`src/rtl/fp16_vmul_ctrl.sv`:
```
// fp16_vmul_ctrl: initiator-side controller for an fp16 multiply pipeline.
// Joins operand streams A/B into multiplier issues, limits in-flight
// products with a credit counter, and re-registers the products as a result
// stream tagged with res_last.
// Optional build macro FP16_VMUL_ABORT_EN adds i_abort / o_aborted and a
// FLUSH state that discards in-flight products.
module fp16_vmul_ctrl #(
  parameter int unsigned LEN_W   = 16,
  parameter int unsigned MAX_OUT = 4
) (
  input  logic             clk,
  input  logic             rst_n,
  input  logic             i_cmd_valid,
  output logic             o_cmd_ready,
  input  logic [LEN_W-1:0] i_cmd_len,
  input  logic             i_a_valid,
  output logic             o_a_ready,
  input  logic [15:0]      i_a_data,
  input  logic             i_b_valid,
  output logic             o_b_ready,
  input  logic [15:0]      i_b_data,
  output logic             o_mul_in_valid,
  input  logic             i_mul_in_ready,
  output logic [15:0]      o_mul_in_a,
  output logic [15:0]      o_mul_in_b,
  input  logic             i_mul_out_valid,
  output logic             o_mul_out_ready,
  input  logic [15:0]      i_mul_out_prod,
  output logic             o_res_valid,
  input  logic             i_res_ready,
  output logic [15:0]      o_res_data,
  output logic             o_res_last,
  output logic             o_busy,
  output logic             o_done
`ifdef FP16_VMUL_ABORT_EN
  , input  logic           i_abort
  , output logic           o_aborted
`endif
);

  localparam int unsigned CNT_W = LEN_W + 1;
  localparam int unsigned OUT_W = $clog2(MAX_OUT + 1);

  typedef enum logic [2:0] {
    S_IDLE  = 3'd0,
    S_ISSUE = 3'd1,
    S_DRAIN = 3'd2,
    S_DONE  = 3'd3
`ifdef FP16_VMUL_ABORT_EN
    , S_FLUSH = 3'd4
`endif
  } state_t;

  state_t           r_state;
  state_t           w_state_nxt;
  logic [CNT_W-1:0] r_len;
  logic [CNT_W-1:0] r_issued;
  logic [CNT_W-1:0] r_collected;
  logic [OUT_W-1:0] r_outstanding;
  logic             r_res_valid;
  logic             r_res_last;
  logic [15:0]      r_res_data;

  logic w_mul_in_valid;
  logic w_mul_out_ready;
  logic w_cmd_fire;
  logic w_issue_fire;
  logic w_collect_fire;
  logic w_res_fire;
  logic w_collect_ok;
  logic w_abort;
  logic w_in_flush;

`ifdef FP16_VMUL_ABORT_EN
  logic r_aborted;
  assign w_abort    = i_abort;
  assign w_in_flush = (r_state == S_FLUSH);
  assign o_aborted  = r_aborted;
`else
  assign w_abort    = 1'b0;
  assign w_in_flush = 1'b0;
`endif

  assign w_cmd_fire     = i_cmd_valid && (r_state == S_IDLE);
  assign w_issue_fire   = w_mul_in_valid && i_mul_in_ready;
  assign w_collect_fire = w_mul_out_ready && i_mul_out_valid;
  assign w_res_fire     = r_res_valid && i_res_ready;
  // A product may only be taken when one is owed and the result slot frees.
  assign w_collect_ok   = (r_outstanding != '0) && (!r_res_valid || i_res_ready);

  assign o_cmd_ready     = (r_state == S_IDLE);
  assign o_busy          = (r_state != S_IDLE);
  assign o_done          = (r_state == S_DONE);
  assign o_mul_in_valid  = w_mul_in_valid;
  assign o_mul_out_ready = w_mul_out_ready;
  assign o_a_ready       = w_issue_fire;
  assign o_b_ready       = w_issue_fire;
  assign o_mul_in_a      = i_a_data;
  assign o_mul_in_b      = i_b_data;
  assign o_res_valid     = r_res_valid;
  assign o_res_data      = r_res_data;
  assign o_res_last      = r_res_last;

  // State register.
  always_ff @(posedge clk or negedge rst_n) begin
    if (!rst_n) r_state <= S_IDLE;
    else        r_state <= w_state_nxt;
  end

  // Next-state and handshake decode.
  always_comb begin
    w_state_nxt     = r_state;
    w_mul_in_valid  = 1'b0;
    w_mul_out_ready = 1'b0;
    unique case (r_state)
      S_IDLE: begin
        if (w_cmd_fire) w_state_nxt = (i_cmd_len == '0) ? S_DONE : S_ISSUE;
      end
      S_ISSUE: begin
        w_mul_in_valid  = i_a_valid && i_b_valid && (r_issued < r_len) &&
                          (r_outstanding < OUT_W'(MAX_OUT)) && !w_abort;
        w_mul_out_ready = w_collect_ok;
        if (r_issued == r_len) w_state_nxt = S_DRAIN;
`ifdef FP16_VMUL_ABORT_EN
        if (w_abort) w_state_nxt = S_FLUSH;
`endif
      end
      S_DRAIN: begin
        w_mul_out_ready = w_collect_ok;
        if (w_res_fire && r_res_last) w_state_nxt = S_DONE;
`ifdef FP16_VMUL_ABORT_EN
        if (w_abort) w_state_nxt = S_FLUSH;
`endif
      end
`ifdef FP16_VMUL_ABORT_EN
      S_FLUSH: begin
        w_mul_out_ready = (r_outstanding != '0);
        if ((r_outstanding == '0) && !r_res_valid) w_state_nxt = S_DONE;
      end
`endif
      S_DONE:  w_state_nxt = S_IDLE;
      default: w_state_nxt = S_IDLE;
    endcase
  end

  // Element counters, credit counter and result register.
  always_ff @(posedge clk or negedge rst_n) begin
    if (!rst_n) begin
      r_len         <= '0;
      r_issued      <= '0;
      r_collected   <= '0;
      r_outstanding <= '0;
      r_res_valid   <= 1'b0;
      r_res_last    <= 1'b0;
      r_res_data    <= '0;
    end else begin
      if (w_cmd_fire) begin
        r_len         <= CNT_W'(i_cmd_len);
        r_issued      <= '0;
        r_collected   <= '0;
        r_outstanding <= '0;
      end else begin
        if (w_issue_fire)   r_issued    <= r_issued + CNT_W'(1);
        if (w_collect_fire) r_collected <= r_collected + CNT_W'(1);
        if (w_issue_fire && !w_collect_fire)
          r_outstanding <= r_outstanding + OUT_W'(1);
        else if (!w_issue_fire && w_collect_fire)
          r_outstanding <= r_outstanding - OUT_W'(1);
      end
      // Flushed products are dropped; a pending result still drains.
      if (w_collect_fire && !w_in_flush) begin
        r_res_valid <= 1'b1;
        r_res_data  <= i_mul_out_prod;
        r_res_last  <= (r_collected == (r_len - CNT_W'(1)));
      end else if (w_res_fire) begin
        r_res_valid <= 1'b0;
      end
    end
  end

`ifdef FP16_VMUL_ABORT_EN
  // Abort status, captured on every entry into DONE.
  always_ff @(posedge clk or negedge rst_n) begin
    if (!rst_n) r_aborted <= 1'b0;
    else if ((w_state_nxt == S_DONE) && (r_state != S_DONE))
      r_aborted <= (r_state == S_FLUSH);
  end
`endif

endmodule
```
`config.mk`:
```
export PLATFORM = sky130hd
export DESIGN_NAME = fp16_vmul_ctrl
export DESIGN_NICKNAME = d
export VERILOG_FILES = /design/src/rtl/fp16_vmul_ctrl.sv
export SDC_FILE = /design/constraint.sdc
export NUM_CORES = 1
export LEC_CHECK = 0
export BUFFER_PORTS_ARGS = -buffer_cell sky130_fd_sc_hd__buf_2
export CAP_MARGIN = 40
export CORE_AREA = 2 2 93 95
export DETAILED_ROUTE_END_ITERATION = 16
export DIE_AREA = 0 0 95 97
export PLACE_DENSITY = 0.86
export SKIP_LAST_GASP = 1
export SYNTH_ARGS = -nofsm -noshare
export SYNTH_HDL_FRONTEND = slang
export SYNTH_SLANG_ARGS = --single-unit
```
`constraint.sdc`:
```
create_clock -name clk -period 7.5 [get_ports clk]
set_clock_uncertainty 0.2 [all_clocks]
set_input_delay 1.125 -clock clk [delete_from_list [all_inputs] [get_ports clk]]
set_output_delay 1.125 -clock clk [all_outputs]
set_load 0.02 [all_outputs]
```
# Word level (Yosys, flattened, before mapping)
# Index checks and enable logic that the tools add are counted.
# word_totals
regBits	74
inputBits	72
out_inout_bits	57
word_cells	64
# classes
mux	16
magnitude_cmp	2
n_reduce_logical	25
eq_ne	8
n_addsub	5
# ops
cell	n
2-to-1 mux 17 bit	4
adder 17 x 1 -> 17 bit (second input constant)	2
2-to-1 mux 3 bit	6
equality test 17 x 16 -> 1 bit	1
equality test 17 bit	1
< comparator 17 x 16 -> 1 bit	1
subtractor 16 x 1 -> 17 bit (second input constant)	1
logical NOT 16 bit	1
logical AND 1 bit	11
case mux 3 bit (3 select lines)	1
nonzero test 3 bit	3
equality test 3 x 2 -> 1 bit (second input constant)	2
nonzero test 2 bit	3
2-to-1 mux 1 bit	4
!= test 2 bit (second input constant)	2
adder 3 x 1 -> 3 bit (second input constant)	1
equality test 3 x 1 -> 1 bit (second input constant)	1
logical NOT 1 bit	3
logical NOT 3 bit	1
< comparator 3 bit (second input constant)	1
AND reduction 3 bit	1
subtractor 3 x 1 -> 3 bit (second input constant)	1
2-to-1 mux 2 bit	1
!= test 2 x 1 -> 1 bit (second input constant)	1
other kinds (2)	2

# Longest topological paths before layout
# logic_depth
word_depth	10
depth_mapped	10

# Least setup slack after synthesis
# No wires, ideal clock.
# synth_path
kind	input -> output
from	in i_a_valid
to	out o_mul_in_valid
t_required_ns	6.175
arrival_time_ns	2.406
cell_stages	2
n_path_buf	0
path_slack_ns	3.769
path_cell_list	o2111ai_1 -> a2111oi_0
# synth_between
elab_chain_len	4
# synth_lines
element	line	text
from (decl)	16	input logic i_a_valid,
logical AND 1 bit (3 in a row)	120	w_mul_in_valid = i_a_valid && i_b_valid && (r_issued < r_len) &&
2-to-1 mux 1 bit	115	unique case (r_state)
to (decl)	22	output logic o_mul_in_valid,
# No other way between the ends.

# Final worst setup path
# layout_path
from	reg r_len[14]
to	out o_a_ready
# layout_between
elab_chain_len	5
# layout_lines
element	line	text
from (decl)	56	logic [CNT_W-1:0] r_len;
from (signal assigned)	158	r_len <= CNT_W'(i_cmd_len);
< comparator 17 x 16 -> 1 bit	120	
logical AND 1 bit (2 in a row)	120	
2-to-1 mux 1 bit	115	
logical AND 1 bit	85	assign w_issue_fire = w_mul_in_valid && i_mul_in_ready;
to (decl)	17	output logic o_a_ready,
# No other way between the ends.

==> results.py <==
metrics = {
    "outcome": {
        "status": "complete, no violations",
    },
    "synth": {
        "seq_area_frac_synth": 0.3999,
        "ys_async_sr_fraction": 1.000,
        "synth_common_cells": "96 x nand2_1, 73 x dfrtp_1, 38 x nor2_1",
        "synth_largest_area_cell": "dfrtp_1",
        "ys_types": 53,
        "synth_ff_type": "dfrtp_1",
        "ys_warn_count": 0,
        "synthCells": 530,
        "synth_edf_count": 0,
        "yosysMostFrequentCell": "nand2_1",
        "syn-cell-area_sq_um": 4568,
        "synth_fp_nets": 627,
        "ys_seq_elements": 73,
        "synthTopCellsByArea": "dfrtp_1 40%, nand2_1 7.9%, ha_1 6.6%, buf_4 5.4%, xor2_1 3.6%",
        "avgSynthCellArea_sq_um": 8.619,
        "synthDominantCellAreaShare": 0.3999,
    },
    "power": {
        "p_leak_nw": 2.358,
        "ir_worst_vdd_mv": 0.1184,
        "power.density_nw_per_um2": 225.2,
    },
    "routing": {
        "drc": 0,
        "detail-route-antenna-nets": 0,
        "wirelength_mm": 11.09,
        "dr.pass1.iters": 5,
        "viasPerCell": 5.913,
        "drt-initial-drc-count": 193,
        "num_vias": 3950,
        "wire_per_inst_um": 16.61,
    },
    "clock_tree": {
        "clock_path_buffers": 2,
        "htreeDepth": 3,
        "clkLatencyLatePin_ps": 360,
        "cts_tree": "built",
        "cts_resized": 0,
        "clk_pin_slew_worst_paths_ps": 80,
        "holdBufCountCts": 0,
        "clock_sinks": 73,
        "cts_setup_buffers": 0,
        "numCtsBuffers": 9,
        "root_buffer": "clkbuf_8",
    },
    "critical_path": {
        "start_kind": "register",
        "worstSetupPathType": "reg2out",
        "end_kind": "output pin",
        "cp_top_family": "simple AND/OR/NAND/NOR gates",
        "path_cells": "inv_1, ha_1, nand4b_1, nor4_1, o31ai_1, nand3_1, inv_1, buf_2",
        "cp.required_ps": 6170,
        "critPathBufInv": 3,
        "max_stage_delay_ps": 570,
        "crit_slowest_cell": "nor4_1",
        "crit_fanout": 4,
        "cp.arrival_ps": 2750,
        "cp_common_cell": "inv_1",
    },
    "grt": {
        "grt_pass1_wl_mm": 18.37,
        "grt_max_degree": 50,
        "antenna_found_initial": 0,
        "grt_pass1_vias": 3903,
        "grtUsageTotal": 0.2528,
        "grt_remaining_overflow": 0,
    },
    "final_layout": {
        "drive_gt1_frac": 0.1581,
        "instances_no_fill": 668,
        "diodes": 0,
        "areaGrowthSynthToFinish_pct": 7.943,
        "nNetsFinal": 655,
        "ff_latch_area_sq_um": 1827,
        "multiInputGateArea_sq_um": 2313,
        "fin_util": 0.6062,
        "fill_cells": 665,
    },
    "floorplanning": {
        "die_w_um": 95,
        "ioPinCount": 129,
        "die_y_um": 97,
        "coreArea_sq_um": 8134,
        "fp-row-count": 33,
        "die_area_sq_um": 9215,
        "initial_core_util": 0.5616,
    },
    "timing": {
        "fmax_ghz": 0.2456,
        "rsz0062_at_grt": "no",
        "final-hold-violation-count": 0,
        "worstMarginPinSlew_ps": 763.1,
        "min_period_over_period": 0.5430,
        "final-setup-viol-count": 0,
        "setup_tns_ps": 0,
        "fin_crit_ps": 4072,
        "drv_slew": 0,
        "max_slew_margin": 0.4866,
    },
    "placement": {
        "placed_cells": 652,
        "hpwl_mm": 8.380,
        "gp_congestion": 0.8625,
        "port_buffers": 64,
    },
    "worst_hold_path": {
        "hold_class": "reg2reg",
    },
    "job": {
        "drv_cap": 0,
    },
}
[worst reg2reg max path: stages (launching register included)]
cell and delay [ps]:
dfrtp_1 430, inv_1 80, ha_1 210, nor4b_2 270, o2111ai_1 250, a211o_1 380
nor4_1 640, fa_1 540, o21a_1 120, nor3_1 130
[registers in the layout, indices dropped and copies added (netlist names)]
register	count
o_res_data	16
o_res_last	1
o_res_valid	1
r_collected	17
r_issued	17
r_len	16
r_outstanding	3
r_state	2
[cells by family (layout without fill, tap and decap cells)]
family                     after synthesis  count (layout)  share of synthesized area
AOI/OAI and AO/OA                       81              81                     0.1107
xor gates and xnor gates                35              35                    0.06710
adders and majority gates               26              26                    0.07231
buffers and inverters                   79             112                    0.09395
DFF                                     73              73                     0.3999
muxes                                    4               4                   0.008765
and+or+nand+nor                        232             232                     0.2473
[layout by cell type (no fill, tap or decap), types with 8 or more instances in the layout]
cell / count
xor2_1: 19
or3_1: 8
buf_2: 64
o21ai_0: 29
clkbuf_8: 9
ha_1: 24
dfrtp_1: 73
inv_1: 28
nand3_1: 17
xnor2_1: 16
nand2_1: 96
nor4_1: 10
a21oi_1: 19
nor2_1: 38
nor3_1: 13
nand4_1: 13
[final timing paths]
| kind | from | end | slack (ps) | cells past startpoint |
|---|---|---|---|---|
| min | o_res_data[4]$_DFFE_PN0P_ | o_res_data[4]$_DFFE_PN0P_ | 270 | 2 |
| min reg2reg | o_res_data[4]$_DFFE_PN0P_ | o_res_data[4]$_DFFE_PN0P_ | 270 | 2 |
| max reg2reg | r_len[15]$_DFFE_PN0P_ | r_outstanding[1]$_DFFE_PN0P_ | 4160 | 9 |
| max | r_len[14]$_DFFE_PN0P_ | o_a_ready | 3430 | 8 |
| max in group asynchronous | rst_n | r_issued[8]$_DFFE_PN0P_ | 5980 | 3 |
| min in group asynchronous | rst_n | o_res_data[15]$_DFFE_PN0P_ | 570 | 2 |
[cell type report]
class,instances,share of cell area
flip-flops and latches,73,0.3705
well taps,105,0.02664
clock buffers,10,0.02588
clock inverters,6,0.008881
multi-input cells,378,0.4692
inverters,28,0.02131
repair buffers,68,0.07765
[report_power, final]
part           switching, mW  leakage (nW)  total (mW)  internal, mW
clock network          0.160        0.0866       0.282         0.121
registers             0.0678         0.874       0.530         0.462
logic                  0.181          1.40       0.299         0.118
[metrics by stage]
step           hold slack [ps]  area [sq um]  worst slack [ps]  total power [mW]
4_1_cts                  278.5          4931              3473             1.112
2_1_floorplan            278.0          4568              3769            0.7534
5_1_grt                  299.5          4931              3259             1.177
3_3_place_gp             252.8          4712              3725            0.8144
3_5_place_dp             257.8          4760              3667            0.8358
6_report                 275.0          4931              3428             1.111
[per-layer routing]
metal | part of all wire | GRT usage
met2 | 0.51 | 0.4288
met3 | 0.061 | 0.03816
met4 | 0.033 | 0.1204
met5 | 0 | 0
met1 | 0.39 | 0.3104
(Power assumes the default switching activity.)
